===== config.mk =====
export PLATFORM = sky130hd
export DESIGN_NAME = hist_stats
export DESIGN_NICKNAME = d
export VERILOG_FILES = /design/src/rtl/hist_pkg.sv /design/src/rtl/hist_stats_ser.sv /design/src/rtl/hist_stats.sv
export SDC_FILE = /design/constraint.sdc
export NUM_CORES = 1
export LEC_CHECK = 0
export CAP_MARGIN = 20
export CORE_MARGIN = 2
export CORE_UTILIZATION = 54
export CTS_BUF_LIST = sky130_fd_sc_hd__clkbuf_4 sky130_fd_sc_hd__clkbuf_8 sky130_fd_sc_hd__clkbuf_16
export DETAILED_ROUTE_END_ITERATION = 8
export PLACE_DENSITY = 0.76
export SLEW_MARGIN = 30
export SYNTH_ARGS = -nofsm -noshare
export SYNTH_HDL_FRONTEND = slang
export SYNTH_SLANG_ARGS = --single-unit

===== constraint.sdc =====
create_clock -name clk -period 2 [get_ports clk]
set_input_delay 0.2 -clock clk [delete_from_list [all_inputs] [get_ports clk]]
set_output_delay 0.2 -clock clk [all_outputs]
set_load 0.05 [all_outputs]

===== src/rtl/hist_pkg.sv =====
// Shared definitions for the histogram statistics block: parameter defaults,
// FSM state encoding, result frame layout and flag bit positions.
// Optional feature macro: HIST_STATS_NONZERO_EN (adds a nonzero-bin count byte).
package hist_pkg;

   localparam int NUM_BINS_DEF = 16;
   localparam int CNT_W_DEF    = 8;

   localparam int SUM_W = 12;
   localparam int IDX_W = 4;
   localparam int NZ_W  = 5;
   localparam logic [SUM_W-1:0] SUM_MAX = 12'hFFF;

   typedef enum logic [1:0] {
      ST_IDLE  = 2'd0,
      ST_ACCUM = 2'd1,
      ST_EMIT  = 2'd2
   } state_t;

   // Result byte positions within a frame
   localparam int B_PEAK_IDX = 0;
   localparam int B_PEAK_CNT = 1;
   localparam int B_FLAGS    = 2;
   localparam int B_SUM_LO   = 3;
   localparam int B_NONZERO  = 4;

   localparam int FRAME_LEN_BASE = 4;
   localparam int FRAME_LEN_NZ   = 5;
`ifdef HIST_STATS_NONZERO_EN
   localparam int FRAME_LEN = FRAME_LEN_NZ;
`else
   localparam int FRAME_LEN = FRAME_LEN_BASE;
`endif

   // Bit positions inside the flags byte
   localparam int FLAG_DROP    = 7;
   localparam int FLAG_LEN_ERR = 6;
   localparam int FLAG_SAT     = 5;

endpackage


===== src/rtl/hist_stats_ser.sv =====
// Result frame serializer: captures a whole frame on load, presents it one
// byte at a time and advances only on a valid/ready handshake.
module hist_stats_ser
   import hist_pkg::*;
#(
   parameter int FRAME_LEN_P = FRAME_LEN_BASE
) (
   input  logic                     clk,
   input  logic                     rst_n,
   input  logic                     load,
   input  logic [FRAME_LEN_P*8-1:0] frame_bytes,
   input  logic                     res_ready,
   output logic [7:0]               res_data,
   output logic                     res_valid,
   output logic                     res_last,
   output logic                     done
);

   localparam int PTR_W = 3;
   localparam logic [PTR_W-1:0] PTR_LAST = PTR_W'(FRAME_LEN_P - 1);

   logic [FRAME_LEN_P*8-1:0] rest;
   logic [PTR_W-1:0]         ptr;
   logic                     hs;

   assign hs   = res_valid & res_ready;
   assign done = hs & (ptr == PTR_LAST);

   // Byte register, remaining-bytes shift register and pointer
   always_ff @(posedge clk or negedge rst_n) begin
      if (!rst_n) begin
         rest      <= '0;
         ptr       <= '0;
         res_data  <= 8'h00;
         res_valid <= 1'b0;
         res_last  <= 1'b0;
      end else if (load) begin
         rest      <= frame_bytes >> 8;
         ptr       <= '0;
         res_data  <= frame_bytes[7:0];
         res_valid <= 1'b1;
         res_last  <= (PTR_LAST == '0);
      end else if (hs) begin
         if (ptr == PTR_LAST) begin
            ptr       <= '0;
            res_data  <= 8'h00;
            res_valid <= 1'b0;
            res_last  <= 1'b0;
         end else begin
            rest     <= rest >> 8;
            ptr      <= ptr + 1'b1;
            res_data <= rest[7:0];
            res_last <= ((ptr + 1'b1) == PTR_LAST);
         end
      end
   end

endmodule


===== src/rtl/hist_stats.sv =====
// Histogram readout statistics: accumulates sum, peak bin and error flags over
// one readout frame, then emits a result frame through hist_stats_ser.
// Optional feature macro: HIST_STATS_NONZERO_EN (appends nonzero-bin count byte).
//
// state    | meaning
// ---------+-----------------------------------------------------------
// ST_IDLE  | accumulators clear, waiting for the first beat of a frame
// ST_ACCUM | frame in progress, beats accumulated
// ST_EMIT  | result frame being sent; incoming beats are dropped
module hist_stats
   import hist_pkg::*;
#(
   parameter int NUM_BINS = NUM_BINS_DEF,
   parameter int CNT_W    = CNT_W_DEF
) (
   input  logic             clk,
   input  logic             rst_n,
   input  logic [CNT_W-1:0] bin_count,
   input  logic             bin_valid,
   input  logic             bin_last,
   output logic             in_ready,
   output logic [7:0]       res_data,
   output logic             res_valid,
   input  logic             res_ready,
   output logic             res_last
);

   localparam logic [IDX_W-1:0] IDX_MAX = IDX_W'(NUM_BINS - 1);
   localparam int AW = ((CNT_W > SUM_W) ? CNT_W : SUM_W) + 1;

   state_t state, state_nx;

   logic [IDX_W-1:0] bin_idx, peak_idx, peak_idx_nx;
   logic             idx_full;
   logic [SUM_W-1:0] sum, sum_nx;
   logic [AW-1:0]    sum_wide;
   logic             sat, sat_nx;
   logic [CNT_W-1:0] peak_cnt, peak_cnt_nx;
   logic             len_err, len_err_nx;
   logic             drop;
   logic             accept, load, drop_beat, first, ser_done;
   logic [7:0]       flags;
   logic [FRAME_LEN*8-1:0] frame_bytes;

   assign accept    = bin_valid & in_ready;
   assign load      = accept & bin_last;
   assign drop_beat = bin_valid & (state == ST_EMIT);
   assign first     = (state == ST_IDLE);

   // State register
   always_ff @(posedge clk or negedge rst_n) begin
      if (!rst_n) state <= ST_IDLE;
      else        state <= state_nx;
   end

   // Next-state and in_ready
   always_comb begin
      state_nx = state;
      in_ready = (state != ST_EMIT);
      case (state)
         ST_IDLE:  if (bin_valid) state_nx = bin_last ? ST_EMIT : ST_ACCUM;
         ST_ACCUM: if (bin_valid && bin_last) state_nx = ST_EMIT;
         ST_EMIT:  if (ser_done) state_nx = ST_IDLE;
         default:  state_nx = ST_IDLE;
      endcase
   end

   // Accumulator values including the beat currently presented
   always_comb begin
      sum_wide = AW'(sum) + AW'(bin_count);
      if (sum_wide > AW'(SUM_MAX)) begin
         sum_nx = SUM_MAX;
         sat_nx = 1'b1;
      end else begin
         sum_nx = sum_wide[SUM_W-1:0];
         sat_nx = sat;
      end
      if (first || (bin_count > peak_cnt)) begin
         peak_cnt_nx = bin_count;
         peak_idx_nx = bin_idx;
      end else begin
         peak_cnt_nx = peak_cnt;
         peak_idx_nx = peak_idx;
      end
      len_err_nx = len_err | idx_full | (bin_last & (bin_idx != IDX_MAX));
   end

   // Accumulators: update per accepted beat, clear once the result is sent
   always_ff @(posedge clk or negedge rst_n) begin
      if (!rst_n) begin
         bin_idx  <= '0;
         idx_full <= 1'b0;
         sum      <= '0;
         sat      <= 1'b0;
         peak_cnt <= '0;
         peak_idx <= '0;
         len_err  <= 1'b0;
      end else if (ser_done) begin
         bin_idx  <= '0;
         idx_full <= 1'b0;
         sum      <= '0;
         sat      <= 1'b0;
         peak_cnt <= '0;
         peak_idx <= '0;
         len_err  <= 1'b0;
      end else if (accept) begin
         sum      <= sum_nx;
         sat      <= sat_nx;
         peak_cnt <= peak_cnt_nx;
         peak_idx <= peak_idx_nx;
         len_err  <= len_err_nx;
         if (bin_idx == IDX_MAX) idx_full <= 1'b1;
         else                    bin_idx  <= bin_idx + 1'b1;
      end
   end

   // DROP: reported in the frame loaded next, so it clears at that load
   always_ff @(posedge clk or negedge rst_n) begin
      if (!rst_n)         drop <= 1'b0;
      else if (load)      drop <= 1'b0;
      else if (drop_beat) drop <= 1'b1;
   end

`ifdef HIST_STATS_NONZERO_EN
   logic [NZ_W-1:0] nz_cnt, nz_cnt_nx;

   assign nz_cnt_nx = ((bin_count != '0) && (nz_cnt != '1)) ? nz_cnt + 1'b1 : nz_cnt;

   // Count of nonzero bins in the current frame
   always_ff @(posedge clk or negedge rst_n) begin
      if (!rst_n)        nz_cnt <= '0;
      else if (ser_done) nz_cnt <= '0;
      else if (accept)   nz_cnt <= nz_cnt_nx;
   end
`endif

   // Result frame assembled from the values including the final beat
   always_comb begin
      flags                = 8'h00;
      flags[FLAG_DROP]     = drop;
      flags[FLAG_LEN_ERR]  = len_err_nx;
      flags[FLAG_SAT]      = sat_nx;
      flags[3:0]           = sum_nx[SUM_W-1:8];
      frame_bytes                        = '0;
      frame_bytes[B_PEAK_IDX*8 +: 8]     = {4'b0, peak_idx_nx};
      frame_bytes[B_PEAK_CNT*8 +: 8]     = 8'(peak_cnt_nx);
      frame_bytes[B_FLAGS*8 +: 8]        = flags;
      frame_bytes[B_SUM_LO*8 +: 8]       = sum_nx[7:0];
`ifdef HIST_STATS_NONZERO_EN
      frame_bytes[B_NONZERO*8 +: 8]      = 8'(nz_cnt_nx);
`endif
   end

   hist_stats_ser #(
      .FRAME_LEN_P (FRAME_LEN)
   ) u_ser (
      .clk         (clk),
      .rst_n       (rst_n),
      .load        (load),
      .frame_bytes (frame_bytes),
      .res_ready   (res_ready),
      .res_data    (res_data),
      .res_valid   (res_valid),
      .res_last    (res_last),
      .done        (ser_done)
   );

endmodule


# After elaboration in Yosys (flattened, before gate mapping)
# Cells that the tools add are included.
[op_classes]
n_mux = 42
bitwise_logic = 8
reduce_logical = 13
n_addsub = 3
eq_ne = 12
order_cmp = 2
[op_table]
columns = ["op", "n"]
rows = [
  ["$mux W32", 3],
  ["$mux W8", 6],
  ["$mux W12", 3],
  ["$mux W4", 6],
  ["$mux W1", 16],
  ["$add A12 B8 Y13", 1],
  ["$gt A13 B12 Y1 const B", 1],
  ["$ne A2 B2 Y1 const B", 5],
  ["$reduce_bool A2 Y1", 5],
  ["$mux W3", 3],
  ["$gt A8 B8 Y1", 1],
  ["$mux W2", 4],
  ["$reduce_and A2 Y1", 4],
  ["$and A1 B1 Y1", 6],
  ["$eq A3 B2 Y1 const B", 2],
  ["$pmux W2 S3", 1],
  ["$add A4 B1 Y4 const B", 1],
  ["$eq A4 B4 Y1 const B", 1],
  ["$ne A4 B4 Y1 const B", 1],
  ["$add A3 B1 Y3 const B", 1],
  ["$reduce_and A3 Y1", 1],
  ["$eq A2 B1 Y1 const B", 1],
  ["$eq A2 B2 Y1 const B", 1],
  ["$logic_not A2 Y1", 1],
  ["other kinds (4)", 5],
]
[word_totals]
wordCells = 94
inputBits = 13
output_inout_bits = 11
ff_bits = 79

# Logic depth before layout (Yosys ltp)
[depth]
depth_word = 5
ltp_mapped = 9
depth_no_buf = 8

# Hierarchy
# A second synthesis with hierarchy kept.
[hier_totals]
hier_cells = 465
hier_area_um2 = 4201.5
[by_module_without_submodules]
columns = ["mod", "instances", "cells_per_inst", "area_each_um2", "seq_area_each_um2"]
rows = [
  ["hist_stats", 1, 268, 2348.5, 850.8],
  ["hist_stats_ser", 1, 197, 1853.0, 925.9],
]

# Worst setup path before layout
# Ideal clock, no wire load.
[synth_timing]
kind = "reg2reg"
from = "reg sum[0]"
to = "reg sum[11]"
setup_time_ns = 0.087
required_ns = 1.913
stages_incl_launch_ff = 9
path_buffers = 0
path_slack_ns = 0.049
t_arrival_ns = 1.864
synth_period_minus_slack_ns = 1.951
cell_sequence = "dfrtp_1 > ha_1 > inv_1 > fa_1 > nor2b_1 > o31ai_1 > a211oi_2 > and4b_1 > a211oi_2"
[synth_via]
elab_chain_len = 5
[synth_lines]
columns = ["item", "line", "text"]
rows = [
  ["from (decl)", "hist_stats.sv:35", "logic [SUM_W-1:0] sum, sum_nx;"],
  ["from (signal assigned)", "hist_stats.sv:107", "sum <= sum_nx;"],
  ["$add A12 B8 Y13 (*)", "hist_stats.sv:70", "sum_wide = AW'(sum) + AW'(bin_count);"],
  ["$gt A13 B12 Y1", "hist_stats.sv:71", "if (sum_wide > AW'(SUM_MAX)) begin"],
  ["$mux W12 (*)", "hist_stats.sv:71", ""],
  ["$mux W12 (*)", "hist_stats.sv:106", "end else if (accept) begin"],
  ["$mux W12 (*)", "hist_stats.sv:98", "end else if (ser_done) begin"],
]
# Every way passes the cells marked *; elsewhere a longest branch is shown, timed or not. The select of a mux whose other input is x is not followed.
# A chain may end at the register's enable or synchronous reset.

# Final worst setup path
[layout_timing]
from = "reg peak_cnt[6]"
to = "reg peak_cnt[5]"
[layout_via]
elab_chain_len = 5
[layout_lines]
columns = ["item", "line", "text"]
rows = [
  ["from (decl)", "hist_stats.sv:38", "logic [CNT_W-1:0] peak_cnt, peak_cnt_nx;"],
  ["from (signal assigned)", "hist_stats.sv:109", "peak_cnt <= peak_cnt_nx;"],
  ["$gt A8 B8 Y1", "hist_stats.sv:78", "if (first || (bin_count > peak_cnt)) begin"],
  ["$logic_or A1 B1 Y1", "hist_stats.sv:78", ""],
  ["$mux W8", "hist_stats.sv:78", ""],
  ["$mux W8", "hist_stats.sv:106", ""],
  ["$mux W8", "hist_stats.sv:98", ""],
]
# Every way passes these cells. The select of a mux whose other input is x is not followed.

==> metrics.txt <==
placed insts=644; layout cells sized above 1=~29%; Clk Latency, worst-skew pair=0.34 ns; Slew headroom=roughly 55%; Max Fclk=roughly 490 MHz; die area=approximately 8700 µm²; worst r2r src=peak_cnt[6]; final worst slack=-0.0464 ns; DRC Markers=0; Synth Area in Compound Gates=between 20% and 30%; largest net degree at the start of global routing=72; final setup fails=15; Arr. time, crit path=approximately 2.3 ns; multi-input gate area in the final layout=2580 µm²; CTS tree=built; Setup Skew=~0.0095 ns; max-cap violations=0; TritonRoute pass-1 iters=5; die width=93.2 µm; Layout Cells excl Fill=approximately 680; worst-margin pin slew=roughly 0.68 ns; Max Transition Viols Final=0; die height=93.2 µm; HP Start=bin_count[1]; mux cell area share after synthesis=slightly below 4%; main combinational cell family by area after synthesis=compound AO/OA/AOI/OAI gates; xor and xnor area share after synthesis=less than 1%; crit end category=register; drt initial violations=400; synth warn=0; I/O pin cnt=24; Simple-Gate Fraction of Synth Area=between 10% and 20%; Post-synth ARST share=100%; setup_tns=-0.226 ns; RSZ-0062 raised after global routing=true; first-pass GRT wire length=between 20000 and 25000 µm; vias in the first global route=approximately 4000; Post-Synth Adder-Cell Area=about 6.6%; GRT Overall Usage=a little over 30%; CP max FO=4; failing checks=setup timing; Tcrit/Tclk final=102%; Via Count=roughly 4100; GPL Wtd Cong=~0.9; CTS max path bufs=2; FF-to-FF path depth=7; I/O Buffers=23; Synthesized Nets=511; Hold Path Stages=4; R2R setup slack=-0.05 ns; WL final=~13000 µm; RR Endpoint=peak_cnt[5]; row count=32; Starting Density=between 50 and 60%; Register Area=1780 µm²; CTS Sinks=71; Worst setup SP type=register; worst hold path class=in -> reg; Critical Setup Path Class=reg -> reg; antenna violations before repair=0; synthesized flop and latch total=71; Synth-to-Final Area Change=33.8%; worst endpoint required time=around 2.3 ns; # H-tree levels=3; Final HPWL DP=around 8400 µm; average size of a mapped cell=~9 µm²; Post-synth top flop=dfrtp_1; Distinct cells, synth=60; grt ovf=0; status=finished with violations; Worst VDD drop=937 µV; antenna cell count=0; Cells after Synth=~480; clk slew on worst S/H paths=~0.07 ns; via density per instance=approximately 6.1; Post-layout nets=a little over 600; Worst Hold Endpoint=peak_cnt[1]; number of buffers created by CTS=9; number of flops mapped to enable cells by yosys=0; minimum clock period=roughly 2.0 ns; DR WL/cell=~19 µm; core area=7730 µm²; fillers=524; CTS root buf=clkbuf_8; antenna-violating nets left=0; power per cell area=1690 nW/µm²; final hold vios=0; area of the mapped netlist=4300 µm²; register area share after synthesis=41.3%; P_leak=between 2 and 3 nW
==> per-layer routing <==
layer	part of all wire, %	up-vias	routed length (µm)	track usage (%)
met5	0	-	0	0
met4	3.0	0	390	9.93
met3	6.4	31	841	5.24
met2	49	174	6370	49.3
met1	42	1985	5440	40.8
li1	-	1922	-	-
==> cell type report <==
type | count | area share (%)
clock inverters | 4 | 1.22
repair buffers | 116 | 17.1
flip-flops and latches | 71 | 30.9
inverters | 18 | 1.17
multi-input cells | 355 | 44.9
well taps | 102 | 2.22
clock buffers | 11 | 2.52
==> worst max-delay path by stage <==
stage / start / endpoint / slack [ns] / cells past startpoint
2_1_floorplan: sum[0] / sum[11] / 0.05 / 8
3_3_place_gp: bin_count[0] / u_ser.rest[10] / -0.48 / 10
3_5_place_dp: bin_count[0] / sum[6] / -0.54 / 10
4_1_cts: sum[0] / sum[11] / -0.07 / 8
5_1_grt: peak_cnt[1] / peak_cnt[0] / -0.12 / 8
6_report: peak_cnt[6] / peak_cnt[5] / -0.05 / 7
==> where the power goes <==
| part | total (mW) | internal, mW | switching (mW) | leakage (nW) |
|---|---|---|---|---|
| sequential | 2.67 | 2.10 | 0.564 | 0.879 |
| combinational | 5.80 | 2.61 | 3.19 | 1.65 |
| clock | 1.27 | 0.740 | 0.528 | 0.113 |
| total | 9.74 | 5.46 | 4.28 | 2.64 |
==> metrics by stage <==
step | hold slack, ns | setup slack, ns | cell area, µm² | util [%] | power [mW]
2_1_floorplan | -0.0956 | 0.0493 | 4300 | - | 5.73
4_1_cts | 0.401 | -0.0663 | 5500 | 71.2 | 9.08
5_1_grt | 0.339 | -0.117 | 5750 | 74.4 | 10.3
3_5_place_dp | 0.263 | -0.541 | 5120 | 66.3 | 7.50
3_3_place_gp | 0.254 | -0.484 | 5120 | 66.3 | 7.33
6_report | 0.333 | -0.0464 | 5750 | 74.4 | 9.74
==> registers in the layout, summed over array words and instances, names as in the netlist, 2 cells and up <==
name            count
u_ser.ptr           3
sum                12
peak_cnt            8
u_ser.res_data      8
u_ser.rest         24
peak_idx            4
bin_idx             4
state               2
==> logic make-up (layout without fill, tap and decap cells) <==
family | Yosys count | in the layout
buffers and inverters | 50 | 149
multiplexers | 17 | 17
AND/OR/NAND/NOR | 164 | 164
adder cells (fa/ha/maj) | 22 | 22
flip-flops | 71 | 71
AO/OA/AOI/OAI | 149 | 149
XOR/XNOR | 3 | 3
==> cell usage after synthesis (3+ instances only) <==
| library cell | number | area (µm²) |
|---|---|---|
| o21a_1 | 6 | 45.0 |
| o21ai_0 | 12 | 60.1 |
| a31oi_1 | 8 | 50.1 |
| ha_1 | 21 | 263 |
| o31a_1 | 10 | 87.6 |
| nor3b_1 | 9 | 67.6 |
| and3_1 | 9 | 56.3 |
| a21oi_2 | 4 | 35.0 |
| dfrtp_1 | 71 | 1780 |
| mux2i_1 | 17 | 170 |
| clkbuf_1 | 23 | 86.3 |
| buf_2 | 5 | 25.0 |
| inv_1 | 17 | 63.8 |
| o211a_1 | 6 | 60.1 |
| o32ai_1 | 8 | 70.1 |
| a21o_1 | 7 | 52.6 |
| a21oi_1 | 40 | 200 |
| a22o_1 | 3 | 26.3 |
| o21ai_1 | 6 | 30.0 |
| nor2b_1 | 3 | 18.8 |
| nand3_1 | 10 | 50.1 |
| nor2_1 | 28 | 105 |
| o211ai_1 | 5 | 37.5 |
| nor3_1 | 12 | 60.1 |
| a22oi_1 | 6 | 45.0 |
| nand2_1 | 77 | 289 |
| and2_1 | 3 | 18.8 |
| a211oi_1 | 11 | 82.6 |
==> critical path, stage by stage (launching register included) <==
cell and delay, ns:
dfrtp_1 0.35, inv_1 0.08, ha_4 0.29, nand4_1 0.22
a21o_1 0.27, a211oi_4 0.34, buf_6 0.18, mux2i_2 0.22
==> layout by cell type (no fill, tap or decap), drive strengths merged, types with 3 or more instances in the layout <==
cell type	netlist	layout
buf	8	94
nand2	77	77
dfrtp	71	71
a21oi	45	45
nor2	28	28
ha	21	21
o21ai	19	19
inv	18	18
mux2i	17	17
clkdlybuf4s50	0	14
a211oi	14	14
nor3	12	12
clkbuf	24	11
nand3	10	10
o31a	10	10
and3	9	9
nor3b	9	9
a31oi	8	8
o32ai	8	8
a21o	7	7
o21a	6	6
o211a	6	6
dlygate4sd2	0	6
a22oi	6	6
o211ai	5	5
a22o	3	3
nor2b	3	3
and2	3	3
==> timing repair <==
item | in CTS | in global routing
cloned | 1 | 0
setup buffers | 5 | 11
hold endpoints to repair | 71 | 0
resized for setup | 33 | 30
endpoints found under the setup margin | 47 | 50
pin swaps | 11 | 14
hold buffers | 1 | 0
Note: power is estimated with default switching activity, not from simulation.
